$ cat src/rtl/operand_normalizer.sv
// operand_normalizer: two-stage valid/ready pipeline that left-justifies an unsigned operand
// and reports the leading-zero count it shifted out.
module leading_zero_counter #(
  parameter int WIDTH = 24
) (
  input  logic [WIDTH-1:0]       i_value,
  output logic [$clog2(WIDTH):0] o_count
);
  // Scan upward so the highest set bit is the last to overwrite the count.
  always_comb begin
    o_count = ($clog2(WIDTH)+1)'(WIDTH);
    for (int i = 0; i < WIDTH; i++)
      if (i_value[i]) o_count = ($clog2(WIDTH)+1)'(WIDTH - 1 - i);
  end
endmodule

module operand_normalizer #(
  parameter int WIDTH = 24
) (
  input  logic                   clock,
  input  logic                   reset_n,
  input  logic                   inputValid,
  output logic                   inputReady,
  input  logic [WIDTH-1:0]       operand,
  output logic                   outputValid,
  input  logic                   outputReady,
  output logic [WIDTH-1:0]       mantissa,
  output logic [$clog2(WIDTH):0] shift,
  output logic                   zero
);
  logic                   r_s1_v;
  logic                   r_s2_v;
  logic [WIDTH-1:0]       r_s1_op;
  logic [$clog2(WIDTH):0] r_s1_cnt;
  logic [$clog2(WIDTH):0] w_cnt;
  logic                   w_s2_adv;
  logic                   w_in_xfer;

  assign w_s2_adv    = !r_s2_v || outputReady;
  assign inputReady  = !r_s1_v || w_s2_adv;
  assign w_in_xfer   = inputValid && inputReady;
  assign outputValid = r_s2_v;

  leading_zero_counter #(.WIDTH(WIDTH)) u_lzc (
    .i_value(operand),
    .o_count(w_cnt)
  );

  always_ff @(posedge clock) begin
    if (!reset_n) begin
      r_s1_v   <= 1'b0;
      r_s2_v   <= 1'b0;
      r_s1_op  <= '0;
      r_s1_cnt <= '0;
      mantissa <= '0;
      shift    <= '0;
      zero     <= 1'b0;
    end else begin
      if (w_in_xfer) begin
        r_s1_v   <= 1'b1;
        r_s1_op  <= operand;
        r_s1_cnt <= w_cnt;
      end else if (w_s2_adv) begin
        r_s1_v <= 1'b0;
      end
      if (w_s2_adv) r_s2_v <= r_s1_v;
      // Data only moves into S2 with a valid S1 entry, so outputs hold otherwise.
      if (r_s1_v && w_s2_adv) begin
        mantissa <= r_s1_op << r_s1_cnt;
        shift    <= r_s1_cnt;
        zero     <= ~|r_s1_op;
      end
    end
  end
endmodule

$ cat config.mk
export PLATFORM = sky130hd
export DESIGN_NAME = operand_normalizer
export DESIGN_NICKNAME = d
export VERILOG_FILES = /design/src/rtl/operand_normalizer.sv
export SDC_FILE = /design/constraint.sdc
export NUM_CORES = 1
export LEC_CHECK = 0
export ABC_AREA = 1
export BUFFER_PORTS_ARGS = -buffer_cell sky130_fd_sc_hd__buf_2
export CAP_MARGIN = 15
export CORE_UTILIZATION = 40
export DETAILED_ROUTE_END_ITERATION = 7
export REMOVE_ABC_BUFFERS = 1
export SYNTH_ARGS = -nofsm -noshare
export SYNTH_HDL_FRONTEND = slang
export SYNTH_HIERARCHICAL = 1
export SYNTH_SLANG_ARGS = --single-unit
$ cat constraint.sdc
create_clock -name clock -period 1.7 [get_ports clock]
set_clock_uncertainty 0.1 [all_clocks]
set_input_delay 0 -clock clock [delete_from_list [all_inputs] [get_ports clock]]
set_output_delay 0 -clock clock [all_outputs]
set_load 0.01 [all_outputs]
==> results.tsv <==
metric	value	unit
outcome	finished with violations	
violations	DRC	
min_from	operand[5]	
ys_seq_elements	63	
p_leak	2.10	nW
ys.flop_type	dfxtp_1	
crit_arrival	1.71	ns
max-cap-violations	0	
wl_met1	5000	um
worst_slack	0.111	ns
io_pins	61	
path_max_fanout	13	
io_buffers	60	
antenna_found_initial	0	
core-area	8810	um2
grt_max_degree	52	
maxSlewViolCount	0	
required	1.83	ns
finalSetupViolCount	0	
cp-startpoint	r_s1_cnt[0]	
fmaxAchievable	629	MHz
hold_violations	0	
power.density	847	nW/um2
wl_met2	4530	um
ys_warn_count	6	
dr_total_vias	4039	
final_cell_area	4490	um2
clk_path_buf_depth	2	
period_share	93.5	%
drt_first_pass_iters	7	
dr.first_iter.drc_count	287	
die_h	97.6	um
cts_tree	yes	
cp-start-kind	flop	
htree_levels	3	
reg2reg_from	r_s1_cnt[0]	
power	3.80	mW
via_per_inst	5.27	
yosysUniqueCellTypes	32	
met3_length	513	um
grtUsageTotal	22.0	%
final_layout_size_suffix_gt1_share	15.6	%
reg2reg_slack	0.11	ns
cts_root_buffer	clkbuf_8	
highest_layer	met4	
layout_min_cycle_time	1.59	ns
dp_cells	727	
gr-total-overflow	0	
grt_pass1_wl	17300	um
instances_no_fill	767	
die_w	97.6	um
numCtsBuffers	9	
postPlaceCellArea	4010	um2
die_area	9530	um2
grt_setup_unrepaired	no	
dp_slack	0.0767	ns
n_antenna_cell	0	
gp_congestion	0.894	
row_count	34	
grt_pass1_vias	3704	
cts.sinks	63	
multi_input_area	2000	um2
syn_area	3660	um2
endpoint_kind	flop	
start_util	41.5	%
path_class	reg -> reg	
min_path_type	in -> reg	
final_core_util	51.0	%
fin_nets	682	
fill_cells	882	
ir_drop	0.000400	V
tns	0	ns
post-cts-setup-buffers	0	
routed_wl	10200	um
syn_inst	582	
drc	13	
drtAntennaViolNets	0	
worst_hold_slack	0.0332	ns
ys_seq_area_share	34.5	%
dp_hpwl	7180	um
synth_edf_count	0	
syn_avg_cell_area	6.28	um2
async_reset_ff_share	0	%
register_area	1260	um2
syn_to_final_growth	22.7	%
clk_latency	0.35	ns
wire_per_inst	13.3	um
path_clk_slew	0.07	ns
## report_power, final
group	switching [mW]	leakage (nW)	internal (mW)
Sequential	0.0733	0.519	1.57
Combinational	0.523	1.49	0.323
Clock	0.633	0.0956	0.678
## flip-flops by register name, indices dropped and copies added, names as in the netlist
name	count
mantissa	24
r_s1_op	24
r_s1_cnt	6
shift	6
outputValid	1
r_s1_v	1
zero	1
## final timing paths
kind / to / cells past startpoint
worst max-delay path: mantissa[14] / 7
worst min-delay path: r_s1_op[5] / 3
worst max register to register: mantissa[14] / 7
worst min register to register: mantissa[23] / 2
## cells by family (layout without fill, tap and decap cells)
kind of cell | Yosys count | in the layout | share of synthesized area (%)
AND/OR/NAND/NOR | 330 | 330 | 39.9
AO/OA/AOI/OAI | 101 | 101 | 14.5
buffers and inverters | 87 | 164 | 11.0
flip-flops | 63 | 63 | 34.5
other | 1 | 1 | 0.103
## final cells by class
type                       instances  area share, %
multi-input combinational        432           44.6
sequential                        63           28.2
timing repair buffer              97           15.4
inverter                          50           4.35
tap                              108           3.01
clock buffer                       9           2.76
clock inverter                     7           1.62
timing repair inverter             1          0.112
## cell usage after synthesis (2+ instances only)
cell | n | area share (%)
nand2_1 | 151 | 16
dfxtp_1 | 63 | 34
buf_4 | 4 | 0.82
a21oi_1 | 53 | 7.3
nand4_1 | 11 | 1.9
inv_1 | 44 | 4.5
buf_6 | 6 | 1.8
o211ai_1 | 3 | 0.62
nor4_1 | 5 | 0.86
buf_2 | 9 | 1.2
nor2_1 | 38 | 3.9
nand3_1 | 112 | 15
nor3_1 | 5 | 0.68
o21ai_0 | 39 | 5.3
inv_2 | 3 | 0.31
clkinv_1 | 2 | 0.21
nand2_2 | 2 | 0.34
and2_1 | 2 | 0.34
clkbuf_1 | 17 | 1.7
## timing repair
action,CTS,global route
hold endpoints to repair,28,0
gates resized for setup,0,13
setup endpoints to repair,0,12
hold buffers,25,0
## routing by layer
metal / vias to the layer above / global-route usage, %
met5: - / 0
met4: 0 / 7.69
met3: 15 / 3.60
met2: 120 / 34.1
met1: 1820 / 30.6
li1: 2084 / -
## layout by cell type, fill, tap and decap left out, types with 2 or more instances in the layout
cell and count:
nand2_2 2, clkinv_2 3, clkinvlp_4 2, buf_2 57, nand3_1 112, clkinv_4 2, nand4_1 11, buf_12 2
nor2_1 37, o211ai_1 3, a21oi_1 53, nor3_1 5, inv_1 44, clkbuf_8 9, and2_1 2, dfxtp_1 62
nor4_1 4, buf_4 11, dlymetal6s4s_1 2, nand2_1 151, clkinv_1 2, o21ai_0 38, dlygate4sd3_1 23, inv_2 2
## worst max-delay path, cell delays in order (launching register included)
cell      delay, ns
dfxtp_4        0.39
clkinv_2       0.21
nand2_1        0.15
nand3_1        0.10
nand3_1        0.09
nand2_1        0.12
o211ai_1       0.22
a21oi_1        0.09
No activity file was read; power rests on OpenSTA's default activity.
